**src/rtl/fifo_pkg.sv**
```systemverilog
// Shared FIFO helpers: address-width function, default sizes and an elaboration-time
// parameter check reusable by single- and dual-clock FIFO variants.
`ifndef FIFO_PKG_SV
`define FIFO_PKG_SV

package fifo_pkg;

  localparam int FIFO_DATA_W_DEF = 8;
  localparam int FIFO_DEPTH_DEF  = 64;

  function automatic int clog2(input int value);
    int bits;
    int v;
    bits = 0;
    v    = value - 1;
    while (v > 0) begin
      bits = bits + 1;
      v    = v >> 1;
    end
    return bits;
  endfunction

  function automatic bit is_pow2(input int value);
    return (value > 0) && ((value & (value - 1)) == 0);
  endfunction

endpackage

`define FIFO_PARAM_CHECK(depth_p, ae_p, af_p) \
  if (!fifo_pkg::is_pow2(depth_p) || (depth_p) < 4 || !((ae_p) < (af_p)) || (af_p) > (depth_p)) begin : g_bad_params \
    $error("fifo: DEPTH must be a power of 2 >= 4 and AE_THRESH < AF_THRESH <= DEPTH"); \
  end

`endif

```
**src/rtl/fifo_sdp_ram.sv**
```systemverilog
// Simple dual-port array: one write port, one synchronous read port; read data holds
// when no read is issued. Read-before-write when both ports hit the same slot.
module fifo_sdp_ram
  import fifo_pkg::*;
#(
  parameter  int DATA_W = FIFO_DATA_W_DEF,
  parameter  int DEPTH  = FIFO_DEPTH_DEF,
  localparam int AW     = clog2(DEPTH)
) (
  input  logic              clk,
  input  logic              we,
  input  logic [AW-1:0]     waddr,
  input  logic [DATA_W-1:0] wdata,
  input  logic              re,
  input  logic [AW-1:0]     raddr,
  output logic [DATA_W-1:0] rdata
);

  logic [DATA_W-1:0] mem [DEPTH];

  always_ff @(posedge clk) begin
    if (we) begin
      mem[waddr] <= wdata;
    end
    if (re) begin
      rdata <= mem[raddr];
    end
  end

endmodule

```
**src/rtl/sync_fifo_param.sv**
```systemverilog
// Single-clock FIFO with watermarks, sticky overflow/underflow and synchronous flush; read latency 1.
// Writes are refused only when full with no simultaneous read; reads are refused when empty.
module sync_fifo_param
  import fifo_pkg::*;
#(
  parameter  int DATA_W    = FIFO_DATA_W_DEF,
  parameter  int DEPTH     = FIFO_DEPTH_DEF,
  parameter  int AF_THRESH = 56,
  parameter  int AE_THRESH = 8,
  localparam int AW        = clog2(DEPTH),
  localparam int CW        = AW + 1
) (
  input  logic              clk,
  input  logic              rst,
  input  logic              clr,
  input  logic              wr_en,
  input  logic [DATA_W-1:0] din,
  input  logic              rd_en,
  output logic [DATA_W-1:0] dout,
  output logic              dout_valid,
  output logic [CW-1:0]     count,
  output logic              empty,
  output logic              full,
  output logic              almost_empty,
  output logic              almost_full,
  output logic              overflow,
  output logic              underflow
);

  `FIFO_PARAM_CHECK(DEPTH, AE_THRESH, AF_THRESH)

  logic [AW-1:0]     wr_ptr;
  logic [AW-1:0]     rd_ptr;
  logic              wr_acc;
  logic              rd_acc;
  logic              dout_zero;
  logic [DATA_W-1:0] ram_rdata;

  assign empty        = (count == '0);
  assign full         = (count == CW'(DEPTH));
  assign almost_empty = (count <= CW'(AE_THRESH));
  assign almost_full  = (count >= CW'(AF_THRESH));

  // A read frees a slot in the same cycle, so a full FIFO still accepts a write alongside it.
  assign wr_acc = wr_en & (~full | rd_en);
  assign rd_acc = rd_en & ~empty;

  fifo_sdp_ram #(
    .DATA_W (DATA_W),
    .DEPTH  (DEPTH)
  ) u_ram (
    .clk   (clk),
    .we    (wr_acc & ~clr),
    .waddr (wr_ptr),
    .wdata (din),
    .re    (rd_acc & ~clr),
    .raddr (rd_ptr),
    .rdata (ram_rdata)
  );

  // The array register has no reset; dout_zero masks it to 0 until the first read after rst/clr.
  assign dout = dout_zero ? '0 : ram_rdata;

  always_ff @(posedge clk or posedge rst) begin
    if (rst) begin
      wr_ptr     <= '0;
      rd_ptr     <= '0;
      count      <= '0;
      dout_valid <= 1'b0;
      dout_zero  <= 1'b1;
      overflow   <= 1'b0;
      underflow  <= 1'b0;
    end else if (clr) begin
      wr_ptr     <= '0;
      rd_ptr     <= '0;
      count      <= '0;
      dout_valid <= 1'b0;
      dout_zero  <= 1'b1;
      overflow   <= 1'b0;
      underflow  <= 1'b0;
    end else begin
      if (wr_acc) begin
        wr_ptr <= wr_ptr + AW'(1);
      end
      if (rd_acc) begin
        rd_ptr    <= rd_ptr + AW'(1);
        dout_zero <= 1'b0;
      end
      case ({wr_acc, rd_acc})
        2'b10:   count <= count + CW'(1);
        2'b01:   count <= count - CW'(1);
        default: count <= count;
      endcase
      dout_valid <= rd_acc;
      if (wr_en & ~wr_acc) begin
        overflow <= 1'b1;
      end
      if (rd_en & empty) begin
        underflow <= 1'b1;
      end
    end
  end

endmodule

```
**config.mk**
```make
export PLATFORM = sky130hd
export DESIGN_NAME = sync_fifo_param
export DESIGN_NICKNAME = d
export VERILOG_FILES = /design/src/rtl/fifo_pkg.sv /design/src/rtl/fifo_sdp_ram.sv /design/src/rtl/sync_fifo_param.sv
export SDC_FILE = /design/constraint.sdc
export NUM_CORES = 1
export LEC_CHECK = 0
export BUFFER_PORTS_ARGS = -buffer_cell sky130_fd_sc_hd__buf_2
export CAP_MARGIN = 20
export CORE_AREA = 2 2 224 226
export CTS_CLUSTER_SIZE = 16
export DETAILED_ROUTE_END_ITERATION = 10
export DIE_AREA = 0 0 226 228
export PLACE_DENSITY = 0.69
export SYNTH_ARGS = -nofsm -noshare
export SYNTH_HDL_FRONTEND = slang
export SYNTH_HIERARCHICAL = 1
export SYNTH_SLANG_ARGS = --single-unit
```
**constraint.sdc**
```tcl
create_clock -name clk -period 3 [get_ports clk]
set_clock_uncertainty 0.2 [all_clocks]
set_input_delay 0.3 -clock clk [delete_from_list [all_inputs] [get_ports clk]]
set_output_delay 0.3 -clock clk [all_outputs]
set_load 0.005 [all_outputs]
```
==> out/qor.txt <==
Mean Syn Cell Area: 19.8 um^2
antenna violations before repair: 1
leakage power: 8.21 nW
Worst Path Arrival: 3160 ps
sequential power share: 45.4%
Die Wd: 226 um
Worst Setup Start Kind: flop
Chip Height: 228 um
Ant. Diodes: 0
Syn Inst Count: 1101
root buffer cell: clkbuf_16
top_reg_cell synth: edfxtp_1
clock share of power: 35.4%
clock latency on the worst-skew pair: 600 ps
Worst Hold Class: primary input to flop
Final Slew Violations: 0
CP required: 3280 ps
maximum vdd ir drop: 0.000435 V
DRT antenna net count: 0
vias in the first global route: 11800
Final GP Congestion: 0.825
first-pass GRT wire length: 74100 um
total wire length: 49000 um
power per cell area: 737 mW/mm^2
CTS Buffer Depth: 3
share of cells above drive strength 1: 32.0%
Pre-Repair DR Iteration Count: 5
die area: 0.0515 mm^2
Tot Pwr: 18.9 mW
P_int: 14.2 mW
combinational group share of total power: 19.1%
sequential fraction of the synthesis area: 74.2%
row count: 82
Cell variety after synth: 63
initial core utilization: 44.2%
Via density: 5.72
Syn-to-layout area delta: 17.3%
CP Max Fanout: 5
TritonCTS Buffers: 54
worst rel slew slack: 40.3%
Max Cap Violations: 0
Worst Slack Setup Final: 124 ps
Final Util: 51.9%
worst slack at placement: -0.862 ps
Synth Cell Area: 0.0218 mm^2
TritonCTS clock tree: done
Post-synth EDFFs: 520
Worst-Margin Slew: 892 ps
Async SR Flop Fraction: 4.24%
Top Ports: 35
critical setup path kind: flop to flop
Sw Pwr: 4.66 mW
min cycle time layout: 2880 ps
DRC violations left: 0
Final Cycle Share: 95.9%
final hold viol count: 0
Syn Nets: 1122
routed via count: 11400
largest net degree at the start of global routing: 65
synthesis-stage register bit count: 543
htree depth: 2
Reg clk slew, reported paths: 60 ps
Switching Share: 24.7%
initial drt markers: 1390
Final setup viols: 0
status: completed
hpwl dp: 31200 um
IO buf count: 34
global route overflow: 0
core box area: 0.0493 mm^2
clk sinks: 543
Global Route Usage Sum: 19.6%
count of yosys warnings during synthesis: 6
nets@finish: 1300
setup repair after global routing missed its margin: true
Fmax: 0.348 GHz
CP Capture Type: flop
drt wl/cell: 24.6 um
routing by layer:
metal,wire length (um),share of wire [%],track usage (%)
met3,4410,9.0,5.09
met2,22900,47,30.2
met4,1540,3.1,7.08
met1,20100,41,27.0
met5,13,0.027,0
final cells by class:
class,count,area (um^2)
Clock buffer,68,1450
Sequential cell,543,16200
Multi-Input combinational cell,492,5300
Timing Repair Buffer,181,1490
Clock inverter,26,298
Fill cell,3804,23800
Tap cell,672,841
Inverter,7,26.3
worst max-delay path, stage by stage (launching register included):
cell      delay (ps)
dfrtp_1          380
or4_4            580
nor2_2           150
nor2_1           120
fa_1             430
buf_4            160
a21o_1           160
a211oi_2         220
nor3_1            90
mux2_4           280
state kept, by name, summed over array words and instances (netlist names):
register and flops:
u_ram/mem 512, u_ram/rdata 8, count 7, rd_ptr 6, wr_ptr 6, dout_valid 1, dout_zero 1, overflow 1
underflow 1
power groups by stage:
| stage | Combinational [mW] | Sequential (mW) | Clock (mW) |
|---|---|---|---|
| after floorplan | 2.35 | 8.67 | 0 |
| after global placement | 3.41 | 8.75 | 0 |
| after detailed placement | 3.46 | 8.75 | 0 |
| after CTS | 3.56 | 8.56 | 6.79 |
| after global routing | 3.89 | 8.58 | 7.08 |
| final | 3.60 | 8.57 | 6.68 |
cells by family (layout without fill, tap and decap cells):
| family | after synthesis | in the layout | share of synthesized area, % |
|---|---|---|---|
| simple gates | 215 | 215 | 4.67 |
| xor+xnor | 8 | 8 | 0.321 |
| flops | 543 | 543 | 74.2 |
| buf+inv | 66 | 282 | 1.78 |
| fa+ha+maj | 8 | 8 | 0.493 |
| mux | 170 | 170 | 15.2 |
| compound gates | 91 | 91 | 3.31 |
metrics by stage:
step	cells	instance area [um^2]	TNS (ps)	hold WS, ps
final	1989	25600	0	18.2
after global routing	1989	25600	-17.4	30.0
after CTS	1984	25500	0	15.0
after detailed placement	1881	23600	-0.862	238
after global placement	1881	23600	0	225
after floorplan	1101	21800	0	101
Yosys cell counts, types with 6 or more instances:
library cell  instances  area share [%]
inv_1                 7            0.12
buf_1                 6            0.10
nand3_1              16            0.37
edfxtp_1            520              72
buf_6                 6            0.31
nor3_1               10            0.23
buf_4                13            0.45
o221ai_1              8            0.32
o22ai_1               8            0.23
mux2i_1              26             1.2
nor2_1              103             1.8
buf_2                11            0.25
mux2_2               13            0.67
a21oi_1              12            0.28
nand2b_1              9            0.26
ha_1                  7            0.40
mux4_2              126              13
a211oi_1              6            0.21
nand2_1              23            0.40
o21ai_0               7            0.16
xor2_1                6            0.24
clkbuf_1             21            0.36
dfrtp_1              22             2.5
nor2b_1              24            0.69
a221oi_1              6            0.24
final timing paths:
check / startpoint / endpoint / slack [ps] / cells past startpoint
max: count[0]$_DFFE_PP0P_ / count[4]$_DFFE_PP0P_ / 120 / 9
min: din[7] / u_ram/mem[58][7]$_DFFE_PP_ / 20 / 1
max reg2reg: count[0]$_DFFE_PP0P_ / count[4]$_DFFE_PP0P_ / 120 / 9
min reg2reg: overflow$_DFFE_PP0P_ / overflow$_DFFE_PP0P_ / 300 / 2
max in group asynchronous: rst / wr_ptr[2]$_DFFE_PP0P_ / 1860 / 4
min in group asynchronous: rst / count[3]$_DFFE_PP0P_ / 150 / 3
cells in the final DEF, fill, tap and decap left out, types with 4 or more instances in the layout:
| cell type | n |
|---|---|
| a211oi_1 | 4 |
| a21oi_1 | 12 |
| buf_12 | 15 |
| buf_2 | 34 |
| buf_4 | 124 |
| bufinv_16 | 6 |
| clkbuf_1 | 11 |
| clkbuf_16 | 55 |
| clkinv_1 | 7 |
| clkinv_2 | 9 |
| dfrtp_1 | 18 |
| dlygate4sd3_1 | 7 |
| edfxtp_1 | 520 |
| ha_1 | 7 |
| inv_1 | 7 |
| mux2_2 | 13 |
| mux2_4 | 5 |
| mux2i_1 | 26 |
| mux4_2 | 126 |
| nand2_1 | 23 |
| nand2b_1 | 9 |
| nand3_1 | 16 |
| nand3b_1 | 4 |
| nor2_1 | 98 |
| nor2_2 | 5 |
| nor2b_1 | 24 |
| nor3_1 | 10 |
| nor4_1 | 4 |
| o2111ai_1 | 5 |
| o21ai_0 | 7 |
| o221ai_1 | 8 |
| o22ai_1 | 8 |
| or3_1 | 5 |
| xor2_1 | 6 |
timing repair:
item,in CTS,in global routing
resized for setup,0,14
endpoints found under the hold margin,43,21
setup endpoints to repair,1,60
setup buffers,4,0
hold buffers,5,2
pin swaps,0,1
Power figures use the tool's default switching activity.
